### src/rtl/multi_lane_frame_aligner.sv
// Per-lane comma framing, payload extraction and FIFO buffering,
// with a read FSM that streams lane-aligned payload words.
module multi_lane_frame_aligner #(
  parameter int LANES       = 2,
  parameter int DATA_W      = 16,
  parameter int K_W         = 2,
  parameter logic [K_W-1:0] COMMA_K = 2'b01,
  parameter int FRAME_LEN   = 20,
  parameter int PAY_START   = 3,
  parameter int PAY_LEN     = 16,
  parameter int DEPTH       = 64,
  parameter int START_LEVEL = 32
) (
  input  logic                                 clk,
  input  logic                                 rst,
  input  logic [LANES*DATA_W-1:0]              data_in,
  input  logic [LANES*K_W-1:0]                 charisk_in,
  output logic [LANES*DATA_W-1:0]              out_data,
  output logic                                 out_valid,
  input  logic                                 out_ready,
  input  logic                                 flush,
  input  logic                                 clr_err,
  output logic [LANES*$clog2(DEPTH+1)-1:0]     level,
  output logic [LANES-1:0]                     overflow,
  output logic [LANES-1:0]                     frame_err,
  output logic                                 underrun,
  output logic [1:0]                           state
);

  localparam int LW = $clog2(DEPTH+1);
  localparam int AW = $clog2(DEPTH);
  localparam int PW = $clog2(FRAME_LEN);

  localparam logic [PW-1:0] POS_LAST = PW'(FRAME_LEN-1);
  localparam logic [PW-1:0] POS_P0   = PW'(PAY_START);
  localparam logic [PW-1:0] POS_P1   = PW'(PAY_START+PAY_LEN-1);
  localparam logic [LW-1:0] LVL_FULL = LW'(DEPTH);
  localparam logic [LW-1:0] LVL_GO   = LW'(START_LEVEL);

  typedef enum logic [1:0] {
    S_IDLE = 2'd0,
    S_FILL = 2'd1,
    S_RUN  = 2'd2
  } state_t;

  state_t state_q, state_d;
  logic   und_q, und_d;

  logic [PW-1:0]     pos_q     [LANES];
  logic [PW-1:0]     pos_d     [LANES];
  logic              wr_en_q   [LANES];
  logic              wr_en_d   [LANES];
  logic [DATA_W-1:0] wr_data_q [LANES];
  logic [DATA_W-1:0] wr_data_d [LANES];
  logic [AW-1:0]     wptr_q    [LANES];
  logic [AW-1:0]     wptr_d    [LANES];
  logic [AW-1:0]     rptr_q    [LANES];
  logic [AW-1:0]     rptr_d    [LANES];
  logic [LW-1:0]     lvl_q     [LANES];
  logic [LW-1:0]     lvl_d     [LANES];
  logic [LANES-1:0]  ovf_q, ovf_d;
  logic [LANES-1:0]  ferr_q, ferr_d;
  logic [LANES-1:0]  push;
  logic [DATA_W-1:0] mem_q     [LANES][DEPTH];

  logic all_ne, all_ge, any_e_n, any_ne_n, pop;

  // Frame tracking: pos is the index of the word presented this cycle
  always_comb begin
    logic is_comma;
    for (int i = 0; i < LANES; i++) begin
      is_comma     = charisk_in[i*K_W +: K_W] == COMMA_K;
      pos_d[i]     = pos_q[i];
      wr_en_d[i]   = 1'b0;
      wr_data_d[i] = data_in[i*DATA_W +: DATA_W];
      ferr_d[i]    = ferr_q[i] && !clr_err;
      if (is_comma) begin
        pos_d[i] = PW'(1);
        if (pos_q[i] != '0 && !flush) ferr_d[i] = 1'b1;
      end else if (pos_q[i] != '0) begin
        pos_d[i]   = (pos_q[i] == POS_LAST) ? '0 : pos_q[i] + PW'(1);
        wr_en_d[i] = (pos_q[i] >= POS_P0) && (pos_q[i] <= POS_P1);
      end
      if (flush) begin
        pos_d[i]   = '0;
        wr_en_d[i] = 1'b0;
      end
    end
  end

  always_comb begin
    all_ne = 1'b1;
    all_ge = 1'b1;
    for (int i = 0; i < LANES; i++) begin
      all_ne = all_ne && (lvl_q[i] != '0);
      all_ge = all_ge && (lvl_q[i] >= LVL_GO);
    end
  end

  assign out_valid = (state_q == S_RUN) && all_ne;
  assign pop       = out_valid && out_ready;

  // A pop frees the slot the same cycle, so a write to a full lane still lands
  always_comb begin
    logic full;
    any_e_n  = 1'b0;
    any_ne_n = 1'b0;
    for (int i = 0; i < LANES; i++) begin
      full      = lvl_q[i] == LVL_FULL;
      push[i]   = wr_en_q[i] && (!full || pop) && !flush;
      ovf_d[i]  = (ovf_q[i] && !clr_err) ||
                  (wr_en_q[i] && full && !pop && !flush);
      lvl_d[i]  = lvl_q[i] + LW'(push[i]) - LW'(pop);
      wptr_d[i] = push[i] ? wptr_q[i] + AW'(1) : wptr_q[i];
      rptr_d[i] = pop ? rptr_q[i] + AW'(1) : rptr_q[i];
      if (flush) begin
        lvl_d[i]  = '0;
        wptr_d[i] = '0;
        rptr_d[i] = '0;
      end
      any_e_n  = any_e_n || (lvl_d[i] == '0);
      any_ne_n = any_ne_n || (lvl_d[i] != '0);
    end
  end

  always_comb begin
    state_d = state_q;
    und_d   = 1'b0;
    unique case (state_q)
      S_IDLE: state_d = S_FILL;
      S_FILL: if (all_ge) state_d = S_RUN;
      S_RUN: begin
        if (any_e_n && any_ne_n) begin
          state_d = S_FILL;
          und_d   = 1'b1;
        end
      end
      default: state_d = S_FILL;
    endcase
    if (flush) begin
      state_d = S_FILL;
      und_d   = 1'b0;
    end
  end

  always_ff @(posedge clk or posedge rst) begin
    if (rst) begin
      state_q <= S_IDLE;
      und_q   <= 1'b0;
      ovf_q   <= '0;
      ferr_q  <= '0;
      for (int i = 0; i < LANES; i++) begin
        pos_q[i]     <= '0;
        wr_en_q[i]   <= 1'b0;
        wr_data_q[i] <= '0;
        wptr_q[i]    <= '0;
        rptr_q[i]    <= '0;
        lvl_q[i]     <= '0;
      end
    end else begin
      state_q <= state_d;
      und_q   <= und_d;
      ovf_q   <= ovf_d;
      ferr_q  <= ferr_d;
      for (int i = 0; i < LANES; i++) begin
        pos_q[i]     <= pos_d[i];
        wr_en_q[i]   <= wr_en_d[i];
        wr_data_q[i] <= wr_data_d[i];
        wptr_q[i]    <= wptr_d[i];
        rptr_q[i]    <= rptr_d[i];
        lvl_q[i]     <= lvl_d[i];
      end
    end
  end

  always_ff @(posedge clk) begin
    for (int i = 0; i < LANES; i++) begin
      if (push[i]) mem_q[i][wptr_q[i]] <= wr_data_q[i];
    end
  end

  always_comb begin
    out_data = '0;
    level    = '0;
    for (int i = 0; i < LANES; i++) begin
      out_data[i*DATA_W +: DATA_W] = out_valid ? mem_q[i][rptr_q[i]] : '0;
      level[i*LW +: LW]            = lvl_q[i];
    end
  end

  assign overflow  = ovf_q;
  assign frame_err = ferr_q;
  assign underrun  = und_q;
  assign state     = state_q;

endmodule

### config.mk
export PLATFORM = sky130hd
export DESIGN_NAME = multi_lane_frame_aligner
export DESIGN_NICKNAME = d
export VERILOG_FILES = /design/src/rtl/multi_lane_frame_aligner.sv
export SDC_FILE = /design/constraint.sdc
export NUM_CORES = 2
export LEC_CHECK = 0
export ABC_AREA = 1
export CORE_ASPECT_RATIO = 1.1
export CORE_MARGIN = 1.5
export CORE_UTILIZATION = 37
export CTS_CLUSTER_SIZE = 25
export DETAILED_ROUTE_END_ITERATION = 16
export PLACE_DENSITY = 0.52
export SYNTH_ARGS = -nofsm -noshare
export SYNTH_HDL_FRONTEND = slang
export SYNTH_SLANG_ARGS = --single-unit
### constraint.sdc
create_clock -name clk -period 3.5 [get_ports clk]
set_input_delay 0.7 -clock clk [delete_from_list [all_inputs] [get_ports clk]]
set_output_delay 0.7 -clock clk [all_outputs]
set_load 0.02 [all_outputs]
==> Yosys cells after proc, flatten, opt, wreduce, memory -nomap -nowiden <==
Memory sizes are Yosys's and may differ from the RTL's.
Cells that the tools add are included.
{ "word_totals": {"mem_count": 1, "output_inout_bits": 54, "latchBits": 0, "mem_bits_ro": 0, "ff_bits": 89, "ram_bits": 2048} }
{ "mem_list": {"columns": ["memory", "words", "width", "rd", "rd_ports_with_merged_regs", "wr", "line", "rtl"], "rows": [
  ["mem_q", 2, 1024, 2, 0, 2, "64", "logic [DATA_W-1:0] mem_q [LANES][DEPTH];"]
]} }
{ "op_classes": {"shift": 0, "muxes": 51, "order_cmp": 12, "n_reduce_logical": 50, "div_mod_pow": 0, "n_eq_ne": 10, "n_bitwise": 4, "multipliers": 0, "n_addsub": 10} }
{ "ops": {"columns": ["cell", "count"], "rows": [
  ["2-to-1 mux 1024 bit", 2],
  ["binary-select mux 16 bit (select 6 bit)", 2],
  ["demux 16 bit (select 6 bit)", 2],
  ["2-to-1 mux 16 bit", 8],
  ["2-to-1 mux 6 bit", 8],
  ["2-to-1 mux 5 bit", 8],
  ["greater-or-equal comparator 7 bit, second input constant", 4],
  ["inverter 6 -> 7 bit", 4],
  ["nonzero test 7 bit", 4],
  ["logical AND 1 bit", 25],
  ["adder 6 x 1 -> 6 bit, second input constant", 4],
  ["2-to-1 mux 1 bit", 15],
  ["adder 7 x 1 -> 7 bit", 2],
  ["equality test 7 bit, second input constant", 2],
  ["greater-or-equal comparator 7 x 6 -> 1 bit, second input constant", 2],
  ["logical NOT 7 bit", 2],
  ["< comparator 7 x 1 -> 1 bit, second input constant", 2],
  ["2-to-1 mux 7 bit", 2],
  ["subtractor 7 x 1 -> 7 bit", 2],
  ["adder 5 x 1 -> 5 bit, second input constant", 2],
  ["equality test 5 bit, second input constant", 2],
  ["greater-or-equal comparator 5 x 2 -> 1 bit, second input constant", 2],
  ["<= comparator 5 bit, second input constant", 2],
  ["nonzero test 5 bit", 2],
  ["other kinds (11)", 27]
]} }

==> Logic depth before layout (Yosys ltp) <==
{ "depth": {"word_depth": 16, "ltp_mapped": 30, "depth_no_buf": 29} }

==> Worst setup path after synthesis <==
OpenSTA, ideal clock, no wires.
{ "synth_timing": {"kind": "register to register", "startpoint": "reg lvl_q (netlist bit level[11])", "endpoint": "reg state_q[1], in the netlist state[1]", "stages_incl_launch_ff": 26, "n_path_buf": 1, "synth_period_minus_slack_ns": 3.627, "arrival_ns": 3.502, "setup_ns": 0.125, "setup_slack_ns": -0.127, "cell_sequence": "dfrtp_1 inv_1 ha_1 nand4_1 nand3_4 inv_2 nand2_2 nand4_1 nand2_1 nor2_1 buf_4 inv_1 ha_1 inv_1 ha_1 fa_1 o21ai_0 a21oi_1 nor2_1 nand2_1 nor2_1 nand2_1 nor2_1 nand2_1 nand3_1 a21oi_1"} }
{ "synth_lines": {"columns": ["item", "line", "rtl"], "rows": [
  ["start: declaration", "59", "logic [LW-1:0] lvl_q [LANES];"],
  ["start signal: indexed assignment", "171", "lvl_q[i] <= lvl_d[i];"],
  ["end signal: assignment", "161", "state_q <= state_d;"],
  ["end: declaration", "46", "state_t state_q, state_d;"]
]} }

==> Final worst setup path <==
{ "layout_timing": {"startpoint": "reg rptr_q[6] (netlist bit)", "endpoint": "out out_data[4]"} }
{ "layout_between": {"elab_chain_len": 5} }
{ "layout_lines": {"columns": ["item", "line", "rtl"], "rows": [
  ["start: declaration", "57", "logic [AW-1:0] rptr_q [LANES];"],
  ["start signal: indexed assignment", "170", "rptr_q[i] <= rptr_d[i];"],
  ["inverter 6 -> 7 bit (not written as such)", "186", "out_data[i*DATA_W +: DATA_W] = out_valid ? mem_q[i][rptr_q[i]] : '0;"],
  ["binary-select mux 16 bit (select 6 bit)", "186", null],
  ["2-to-1 mux 16 bit (not written as such) (2 in a row)", "186", null],
  ["2-to-1 mux 16 bit", "186", null],
  ["end: declaration", "18", "output logic [LANES*DATA_W-1:0] out_data,"]
]} }
Every way passes these cells. The select of a mux whose other input is x is not followed.

==> flow_metrics.py <==
metrics = {
    "worst_setup_path": {
        "cp_top_family": "simple AND/OR/NAND/NOR gates",
        "cp.buffers_inverters": 5,
        "slowest_stage": "dfrtp_4",
        "end_kind": "output port",
        "crit_required_ns": 2.80,
        "max_stage_delay_ns": 0.59,
        "crit_type": "flop to output port",
        "crit_path_frequent_cell": "nand2_1",
        "critPathMaxFanout": 11,
        "cp_cell_sequence": "clkinv_16 -> buf_16 -> buf_12 -> clkbuf_16 -> o21ai_0 -> o22ai_1 -> nand2_1 -> nand2_1 -> nand3_1 -> nand3_2 -> nand2_1 -> nor2_4 -> buf_2",
        "critPathLaunchType": "flop",
        "critPathArrivalTime_ns": 3.27,
    },
    "floorplanning": {
        "dieArea_um2": 233000,
        "die-height_um": 506,
        "fp.dieW_um": 461,
        "core_region_area_um2": 229000,
        "ioPinCount": 95,
        "initial_core_util_pct": 37.2,
        "rows": 184,
    },
    "routing": {
        "ant_nets": 0,
        "drt-total-wl_mm": 258,
        "drt_pre_antenna_iters": 6,
        "drt_iter0_drc": 4923,
        "via_count": 56000,
        "wl_per_cell_um": 24.5,
        "route.detailed.drc": 0,
        "vias_per_cell": 5.32,
    },
    "global_routing": {
        "antenna_found_initial": 3,
        "grt_max_degree": 91,
        "grt_pass1_vias": 53800,
        "gr-usage-all-layers_pct": 21.4,
        "grt_first_pass_wirelength_mm": 370,
        "gr-total-overflow": 0,
    },
    "power": {
        "p_leak_nw": 36.1,
        "vdd_drop_max_uv": 623,
        "power_mw": 55.7,
        "power_density_nw_per_um2": 531,
    },
    "clock_network": {
        "cts.clk_slew.worst_paths_ns": 0.06,
        "clock-sinks": 2137,
        "clockBufferDepth": 3,
        "cts_buffers": 224,
        "cts_root_buf": "clkbuf_16",
        "cts_tree": "done",
        "ctsHoldBuffers": 0,
        "clock_latency_ns": 0.86,
        "ctsHtreeMaxLevel": 4,
    },
    "sta": {
        "slew_viol_final": 0,
        "fin_skew_ns": 0.0345,
        "rsz0062_at_grt": "true",
        "setup_violations": 32,
        "period_share_pct": 113,
        "min_period_ns": 3.97,
        "whs_ns": 0.227,
        "max_slew_margin_pct": 19.4,
        "setup_ws_ns": -0.471,
        "tns_ns": -12.33,
        "finalHoldViolations": 0,
        "worst_slew_pin_slew_ns": 1.21,
        "max_freq_mhz": 252,
    },
    "synthesis": {
        "ys_async_sr_fraction_pct": 4.16,
        "syn_avg_cell_area_um2": 12.8,
        "synth_seq_cells": 2137,
        "synth_edf_count": 2048,
        "synthesis.area_um2": 85200,
        "yosys_most_used_dff": "edfxtp_1",
        "ys_seq_area_share_pct": 74.8,
        "syn_nets": 6717,
        "ys_warn_count": 0,
        "synthCells": 6642,
        "synth_cell_types": 37,
    },
    "worst_hold_path": {
        "hp-class": "input port to async pin",
    },
    "final_layout": {
        "fill_cells": 20500,
        "syn_to_final_growth_pct": 23.1,
        "layout.nets": 7335,
        "drive_gt1_share_pct": 18.9,
    },
    "flow_run": {
        "cap_violations": 0,
    },
    "placed_design": {
        "gp_congestion": 0.836,
        "portBuffers": 94,
        "dpl.hpwl_mm": 152,
    },
    "status": {
        "run_status": "complete, but fails checks",
        "violations": "setup timing",
    },
}
layout make-up:
| class | count | area [µm²] | area share, % |
|---|---|---|---|
| flip-flops and latches | 2137 | 63800 | 60.8 |
| well taps | 3069 | 3840 | 3.66 |
| clock buffers | 295 | 5930 | 5.66 |
| repair buffers | 808 | 9100 | 8.67 |
| multi-input cells | 3957 | 20600 | 19.6 |
| diodes | 2 | 5.00 | 0.00477 |
| inverters | 130 | 549 | 0.523 |
| repair inverters | 2 | 50.0 | 0.0477 |
| clock inverters | 118 | 1050 | 0.999 |
cell usage in the layout, fill, tap and decap left out, types with 37 or more instances in the layout:
cell type,instances
buf_12,102
nor2_1,987
clkdlybuf4s50_1,61
o21ai_1,88
inv_1,104
dfrtp_2,37
nand3_2,65
nand3_1,161
clkbuf_1,67
buf_16,40
buf_4,501
clkinv_1,52
a21oi_1,278
nor3_1,64
mux2i_1,79
clkbuf_16,244
dfrtp_1,45
o22ai_1,220
nand2_1,861
o211ai_1,137
buf_6,59
edfxtp_1,2048
a21oi_2,44
o21ai_0,675
metrics by stage:
| stage | instances | setup WS (ns) | util (%) | area [µm²] |
|---|---|---|---|---|
| after floorplan | 6642 | 0.0246 | - | 85300 |
| after global placement | 9968 | -0.308 | 41.0 | 93800 |
| after detailed placement | 9968 | -0.304 | 41.0 | 93800 |
| after CTS | 10400 | -0.670 | 45.0 | 103000 |
| after global routing | 10500 | -0.568 | 45.9 | 105000 |
| final | 10500 | -0.471 | 45.9 | 105000 |
sequential cells by signal, indices dropped and copies added (netlist names):
signal and cells:
underrun 1, wr_data_q 32, wr_en_q 2, wptr_q 12, frame_err 2, rptr_q 12, overflow 2, level 14
state 2, pos_q 10, mem_q 2048
logic make-up (layout without fill, tap and decap cells):
logic type	Yosys count	count (layout)	share of synthesized area, %
xor+xnor	8	8	0.0822
buf+inv	548	1353	2.81
mux	80	80	0.939
simple gates	2286	2286	10.8
flops	2137	2137	74.8
compound gates	1549	1549	10.1
other cells	0	2	0
fa+ha+maj	34	34	0.517
per-layer routing:
metal / GRT usage (%) / vias to the layer above / wire length, µm
met5: 0 / - / 0
li1: - / 25600 / -
met4: 7.25 / 0 / 9140
met2: 37.0 / 1820 / 130000
met3: 2.77 / 403 / 14500
met1: 27.8 / 28200 / 104000
repair_timing:
| action | in CTS | in global routing |
|---|---|---|
| endpoints found under the setup margin | 36 | 35 |
| gates cloned | 27 | 18 |
| endpoints found under the hold margin | 0 | 0 |
| buffers inserted | 40 | 67 |
| gates resized for setup | 396 | 362 |
| pin swaps | 101 | 183 |
final timing paths:
check                             start       endpoint  slack, ns  cells after the start
min reg2reg                frame_err[1]   frame_err[1]       0.55                      2
min                                 rst   frame_err[0]       0.23                      2
max                           rptr_q[6]    out_data[4]      -0.47                     13
max reg2reg                    level[3]       underrun       0.18                     27
min in group clk            data_in[30]  wr_data_q[14]       0.27                      1
max in group asynchronous           rst      rptr_q[2]       2.48                      3
cell usage after synthesis (16+ instances only):
library cell,instances,area share (%)
nor3_1,71,0.42
inv_1,121,0.53
buf_2,121,0.71
edfxtp_1,2048,72
dfrtp_1,89,2.6
o21ai_1,25,0.15
o22ai_1,236,1.7
nand4_1,25,0.18
a221oi_1,16,0.16
o21ai_0,755,4.4
o221ai_1,41,0.42
buf_4,26,0.23
nand2_1,896,3.9
ha_1,32,0.47
a21oi_1,334,2.0
nor2_1,1035,4.6
mux2i_1,80,0.94
clkbuf_1,226,1.0
buf_1,34,0.15
o211ai_1,137,1.2
nand3_1,238,1.4
power breakdown:
group	switching, mW	leakage [nW]	internal (mW)
sequential	0.342	19.5	28.1
clock	9.89	3.40	13.0
combinational	2.48	13.2	1.82
total	12.7	36.1	43.0
No activity file was read; power rests on OpenSTA's default activity.
